===== src/rtl/plab4_net_router_output_ctrl.sv =====
// Output-port controller for the ring router: round-robin arbiter that
// holds its winner across downstream stalls and returns one-hot grants.
//
// Ports:
//   clk, reset  : clock, synchronous active-high reset
//   reqs        : request vector (bit 0 = prev, 1 = term, 2 = next)
//   grants      : one-hot grant, asserted only on a fire
//   out_val     : output message valid (independent of out_rdy)
//   out_rdy     : downstream ready
//   xbar_sel    : crossbar select, index of current winner (0 when idle)

module plab4_net_router_output_ctrl #(
    parameter int unsigned p_num_reqs   = 3,
    parameter int unsigned p_reset_prio = 1
) (
    input  logic                          clk,
    input  logic                          reset,
    input  logic [p_num_reqs-1:0]         reqs,
    output logic [p_num_reqs-1:0]         grants,
    output logic                          out_val,
    input  logic                          out_rdy,
    output logic [$clog2(p_num_reqs)-1:0] xbar_sel
);

    localparam int unsigned c_w = $clog2(p_num_reqs);

    localparam logic [p_num_reqs-1:0] c_one      = 1;
    localparam logic [p_num_reqs-1:0] c_prio_rst = c_one << p_reset_prio;

    typedef enum logic {
        ARB,
        HOLD
    } mode_e;

    mode_e                  mode_q, mode_d;
    logic [p_num_reqs-1:0]  prio_q, prio_d;
    logic [c_w-1:0]         held_q, held_d;

    logic [c_w-1:0]         prio_idx;
    logic [c_w-1:0]         arb_idx;
    logic                   arb_found;
    logic [c_w-1:0]         winner;
    logic [p_num_reqs-1:0]  win_oh;
    logic                   val;
    logic                   fire;
    logic                   stall;

    // Index of the one-hot priority pointer.
    always_comb begin
        prio_idx = '0;
        for (int i = 0; i < int'(p_num_reqs); i++) begin
            if (prio_q[i]) begin
                prio_idx = c_w'(i);
            end
        end
    end

    // Circular scan of reqs starting at the priority position.
    always_comb begin
        arb_found = 1'b0;
        arb_idx   = '0;
        for (int k = 0; k < int'(p_num_reqs); k++) begin
            int j;
            j = (int'(prio_idx) + k) % int'(p_num_reqs);
            if (!arb_found && reqs[j]) begin
                arb_found = 1'b1;
                arb_idx   = c_w'(j);
            end
        end
    end

    // In HOLD the held winner is kept even if a higher-priority
    // request appears; its validity then tracks only its own request.
    always_comb begin
        winner = (mode_q == HOLD) ? held_q : arb_idx;
        val    = (mode_q == HOLD) ? reqs[held_q] : (|reqs);
        if (reset) begin
            val = 1'b0;
        end
        win_oh = c_one << winner;
        fire   = val && out_rdy;
        stall  = val && !out_rdy;
    end

    always_comb begin
        out_val  = val;
        xbar_sel = val ? winner : '0;
        grants   = fire ? win_oh : '0;
    end

    always_comb begin
        mode_d = mode_q;
        prio_d = prio_q;
        held_d = held_q;
        if (fire) begin
            // Next priority is the position just above the winner.
            prio_d = {win_oh[p_num_reqs-2:0], win_oh[p_num_reqs-1]};
            mode_d = ARB;
        end else if (stall) begin
            if (mode_q == ARB) begin
                mode_d = HOLD;
                held_d = winner;
            end
        end else begin
            // Idle or held request withdrawn: re-arbitrate next cycle.
            mode_d = ARB;
        end
    end

    always_ff @(posedge clk) begin
        if (reset) begin
            mode_q <= ARB;
            prio_q <= c_prio_rst;
            held_q <= '0;
        end else begin
            mode_q <= mode_d;
            prio_q <= prio_d;
            held_q <= held_d;
        end
    end

`ifndef SYNTHESIS
    a_grants_onehot0 : assert property (
        @(posedge clk) disable iff (reset) $onehot0(grants)
    );
    a_grants_subset : assert property (
        @(posedge clk) disable iff (reset) ((grants & ~reqs) == '0)
    );
    a_grant_fire : assert property (
        @(posedge clk) disable iff (reset)
        ((grants != '0) -> (out_val && out_rdy))
    );
`endif

endmodule


===== config.mk =====
export PLATFORM = sky130hd
export DESIGN_NAME = plab4_net_router_output_ctrl
export DESIGN_NICKNAME = d
export VERILOG_FILES = /design/src/rtl/plab4_net_router_output_ctrl.sv
export SDC_FILE = /design/constraint.sdc
export NUM_CORES = 1
export LEC_CHECK = 0
export ABC_AREA = 1
export BUFFER_PORTS_ARGS = -buffer_cell sky130_fd_sc_hd__clkbuf_2
export CAP_MARGIN = 20
export CORE_AREA = 3 3 40 42
export DETAILED_ROUTE_END_ITERATION = 6
export DIE_AREA = 0 0 43 45
export SYNTH_ARGS = -nofsm -noshare
export SYNTH_HDL_FRONTEND = slang
export SYNTH_SLANG_ARGS = --single-unit

===== constraint.sdc =====
create_clock -name clk -period 2.3 [get_ports clk]
set_clock_uncertainty 0.1 [all_clocks]
set_input_delay 0.46 -clock clk [delete_from_list [all_inputs] [get_ports clk]]
set_output_delay 0.46 -clock clk [all_outputs]
set_load 0.01 [all_outputs]

# [Word-level counts from Yosys, hierarchy flattened]
# Cells that the tools add are included.
[op_classes] multipliers=0 n_mux=24 n_div=3 bitwise=2 reduce_logical=10 addsub=2 shift=1 eq_ne=0 order_cmp=4
[ops] cell="$lt 32x4->1 const B" count=3
[ops] cell="$mod 32x3->32 const B" count=2
[ops] cell="$mod 3x3->32 const B" count=1
[ops] cell="$mux 1" count=13
[ops] cell="$mux 2" count=6
[ops] cell="$bmux 1 s2" count=4
[ops] cell="$logic_and 1x1->1" count=4
[ops] cell="$add 2x1->3 const B" count=1
[ops] cell="$add 2x2->3 const B" count=1
[ops] cell="$logic_not 1->1" count=3
[ops] cell="$lt 2x3->1 const B" count=1
[ops] cell="$mux 3" count=1
[ops] cell="$reduce_and 3->1" count=1
[ops] cell="$reduce_or 3->1" count=1
[ops] cell="$shl 1x2->3 const A" count=1
[ops] cell="$not 1->1" count=2
[ops] cell="$reduce_or 2->1" count=1
[totals] regBits=6 word_cells=49 mem_count=0 latchBits=0 mem_bits_ro=0 out_inout_bits=6 in_bits=6 mem_bits_rw=0

# [Longest topological paths before layout]
[depth] depth_word=16 mapped_depth=12 mapped_depth_nobuf=12

# [Worst setup path before layout]
# Ideal clock, no wire load.
[synth_path] path_kind="input to output" startpoint="in reqs[0]" endpoint="out grants[2]" cell_stages=8 n_path_buf=0 setup_slack_ps=438 required_ps=1740 arrival_time_ps=1302 path_cell_list="inv_1 > nand4_1 > nand3b_1 > nor2_2 > inv_2 > nor2_4 > nand2_1 > nor2_1"
[synth_via] word_cells_on_any_way=27 classes_between="shift: 1; mux: 20; reduce/logical: 6"
[synth_rtl] item="start: declaration" line_no="18" rtl="input logic [p_num_reqs-1:0] reqs,"
[synth_rtl] item="$bmux 1 s2" line_no="76" rtl="val = (mode_q == HOLD) ? reqs[held_q] : (|reqs);"
[synth_rtl] item="$mux 1 (not written as such)" line_no="76"
[synth_rtl] item="$mux 1 (*)" line_no="76"
[synth_rtl] item="$mux 1 (*)" line_no="77" rtl="if (reset) begin"
[synth_rtl] item="named net out_val" line_no="20" rtl="output logic out_val,"
[synth_rtl] item="$logic_and 1x1->1 (*)" line_no="81" rtl="fire = val && out_rdy;"
[synth_rtl] item="$mux 3 (*)" line_no="88" rtl="grants = fire ? win_oh : '0;"
[synth_rtl] item="end: declaration" line_no="19" rtl="output logic [p_num_reqs-1:0] grants,"
# Mark *: on every way through the listed nets, which the timed path passes. The rest lies on a longest branch. The select of a mux whose other input is x is not followed.

# [Worst setup path after layout]
[layout_path] startpoint="reg prio_q[2]" endpoint="out grants[0]"
[layout_via] elab_chain_len=15 word_cells_on_any_way=27 classes_between="add/sub: 2; div: 3; shift: 1; mux: 17; reduce/logical: 4"
[layout_rtl] item="start: declaration" line_no="36" rtl="logic [p_num_reqs-1:0] prio_q, prio_d;"
[layout_rtl] item="start signal: assignment" line_no="113" rtl="prio_q <= c_prio_rst;"
[layout_rtl] item="start signal: assignment" line_no="117" rtl="prio_q <= prio_d;"
[layout_rtl] item="$mux 2 (*)" line_no="52" rtl="if (prio_q[i]) begin"
[layout_rtl] item="branches (longest 10 deep; another with $mod 32x3->32)"
[layout_rtl] item="$mux 2 (*)" line_no="65" rtl="if (!arb_found && reqs[j]) begin"
[layout_rtl] item="$mux 2 (*)" line_no="75" rtl="winner = (mode_q == HOLD) ? held_q : arb_idx;"
[layout_rtl] item="$shl 1x2->3 (*)" line_no="80" rtl="win_oh = c_one << winner;"
[layout_rtl] item="$mux 3 (*)" line_no="88"
# Mark *: on every way between the ends. The select of a mux whose other input is x is not followed.

==> impl_metrics.ini <==
[outcome]
status = finished, final reports clean

[placed_design]
port_buffers = 11
placedCellCount = 103
gp_congestion = 0.7264
dp.final_hpwl_um = 777.7

[logic_synthesis]
netlist_instances = 78
synth-edff-count = 0
syn_avg_cell_area_um2 = 6.336
yosysWarnings = 0
yosys-top-cells-count = nand2_1, inv_1, nand3_1, nor2_1, dfxtp_1
synthMostInstantiatedCell = nand2_1
synth_ff_type = dfxtp_1
synth_top_cell_area_share_pct = 20.25
syn-cell-area_um2 = 494.2
ys_types = 21
syn-num-nets = 84
yosysSeqAreaShare_pct = 20.25
yosys_register_bits = 5
async_flop_share_pct = 0
synth_area_leaders = dfxtp_1, nand2_1, inv_1, nand3_1, nand3_2
yosys.area.top_type = dfxtp_1

[detailed_routing]
vias = 492
drt-pass1-iter-count = 4
drc = 0
wire_per_inst_um = 9.168
postRouteAntennaNets = 0
drt_iter0_drc = 4
viasPerCell = 4.598
routed_wl_um = 981

[floorplan]
die-width_um = 43
pin_count = 12
die_h_um = 45
start_util_pct = 38.46
dieArea_um2 = 1935
row_count = 13
core_area_um2 = 1285

[global_routing]
grt_pass1_wl_mm = 1.573
antenna_found_initial = 0
grt_usage_pct = 11.50
grt_overflow = 0
grt_pass1_vias = 408
grt_max_degree = 9

[finish]
regArea_um2 = 101.3
fin_nets = 99
syn_to_final_growth_pct = 18.23
drive_gt1_share_pct = 34.78
nFillCells = 141
n_antenna_cell = 0
multi_input_area_um2 = 309.0
final_cells = 107

[worst_setup_path]
worstReg2RegStart = prio_q[2]$_SDFFE_PP0P_
reg2reg_depth = 9
path_class = flip-flop to primary output
cp.required_ns = 1.74
critPathArrivalTime_ns = 1.61
startpoint = prio_q[2]$_SDFFE_PP0P_
timing.rr.end = prio_q[1]$_SDFFE_PP1P_
cp-endpoint = grants[0]
r2r_slack_ns = 0.90
end_kind = primary output
path_max_fanout = 8
start_kind = flip-flop

[timing]
finalCriticalPeriod_ns = 2.174
slew_viol_final = 0
rsz0062_at_grt = false
post-route-period-util_pct = 94.54
max_slew.worst_pin.slew_ns = 0.2280
max_freq_mhz = 459.9
relSlewSlack_pct = 84.80
holdWs_ns = 0.2773
setup-tns-final_ns = 0
setup_viol = 0
finalHoldViolCount = 0

[clocking]
max-clock-path-buffers = 2
cts_tree = yes
cts_htree_levels = 1
root_buffer = clkbuf_4
hold_buffers = 0
clock_latency_ns = 0.25
cts_made_buffers = 3
clk_pin_slew_ns = 0.05
cts_sinks = 5

[flow_run]
cap_violations = 0

[pwr]
vdd_ir_drop_max_mv = 0.2997
power.density_nw_per_um2 = 564.7
cellLeakagePower_nw = 0.3234

[worst_hold_path]
min_path_type = input port to flip-flop
worstHoldPathCells = 2
==> cells in the final DEF (no fill, tap or decap), types with 4 or more instances in the layout <==
master | Yosys | final
nand2_1 | 19 | 19
inv_1 | 12 | 12
clkbuf_2 | 0 | 11
nor2_1 | 6 | 6
nand3_1 | 6 | 6
nand4_1 | 4 | 4
dfxtp_1 | 5 | 4
==> metal layers <==
layer  global-route usage, %  wire, um  vias up
li1                        -         -      274
met1                   12.32       455      204
met2                   17.96       452        9
met3                   3.586        36        5
met4                   10.84        38        0
met5                       0         0        -
==> where the power goes <==
group / switching (mW) / internal, mW / total [mW] / leakage (nW)
Clock: 0.0456 / 0.0662 / 0.112 / 0.0150
Combinational: 0.0681 / 0.0439 / 0.112 / 0.267
Sequential: 0.0113 / 0.0949 / 0.106 / 0.0410
==> stage by stage <==
stage | util, % | worst slack (ns) | area [um2] | total power [mW]
3_3_place_gp | 43.04 | 0.2327 | 553.0 | 0.2185
4_1_cts | 45.18 | 0.09214 | 580.6 | 0.3345
2_1_floorplan | - | 0.4383 | 494.2 | 0.1982
6_report | 45.47 | 0.1255 | 584.3 | 0.3300
5_1_grt | 45.47 | 0.02396 | 584.3 | 0.3527
3_5_place_dp | 43.04 | 0.2167 | 553.0 | 0.2197
==> logic make-up (layout without fill, tap and decap cells) <==
group,Yosys count,in the layout,synth area share [%]
buffers and inverters,18,32,17.21
flip-flops,5,5,20.25
AO/OA/AOI/OAI,8,8,10.12
AND/OR/NAND/NOR,47,47,52.41
==> what timing repair did <==
item | in CTS | in global routing
endpoints found under the setup margin | 1 | 2
resized for setup | 1 | 1
hold endpoints to repair | 0 | 0
setup buffers | 0 | 0
==> worst min path at each step <==
| stage | start | endpoint | slack, ns |
|---|---|---|---|
| 2_1_floorplan | reset | prio_q[2]$_SDFFE_PP0P_ | 0.42 |
| 3_3_place_gp | held_q[1]$_SDFFE_PP0P_ | held_q[1]$_SDFFE_PP0P_ | 0.47 |
| 3_5_place_dp | held_q[1]$_SDFFE_PP0P_ | held_q[1]$_SDFFE_PP0P_ | 0.47 |
| 4_1_cts | out_rdy | mode_q$_SDFF_PP0_ | 0.27 |
| 5_1_grt | out_rdy | mode_q$_SDFF_PP0_ | 0.28 |
| 6_report | out_rdy | mode_q$_SDFF_PP0_ | 0.28 |
==> flip-flops by register name, indices dropped and copies added, names as in the netlist <==
name,flops
prio_q,2
held_q,2
mode_q,1
==> final cells by class <==
class,count,area share (%)
Multi-Input combinational cell,55,52.89
Tap cell,15,3.212
Inverter,16,10.71
Clock buffer,4,4.497
Timing Repair Buffer,12,11.35
Sequential cell,5,17.34
==> worst max-delay path, stage by stage, from the launching register on <==
cell and delay (ns):
dfxtp_1 0.32, buf_6 0.15, inv_4 0.05, nand3b_2 0.08, nand3_1 0.09, nand4_1 0.10, nand2_1 0.09, a21boi_2 0.20
nand3_2 0.09, inv_1 0.06, clkbuf_2 0.12
Note: power is estimated with default switching activity, not from simulation.
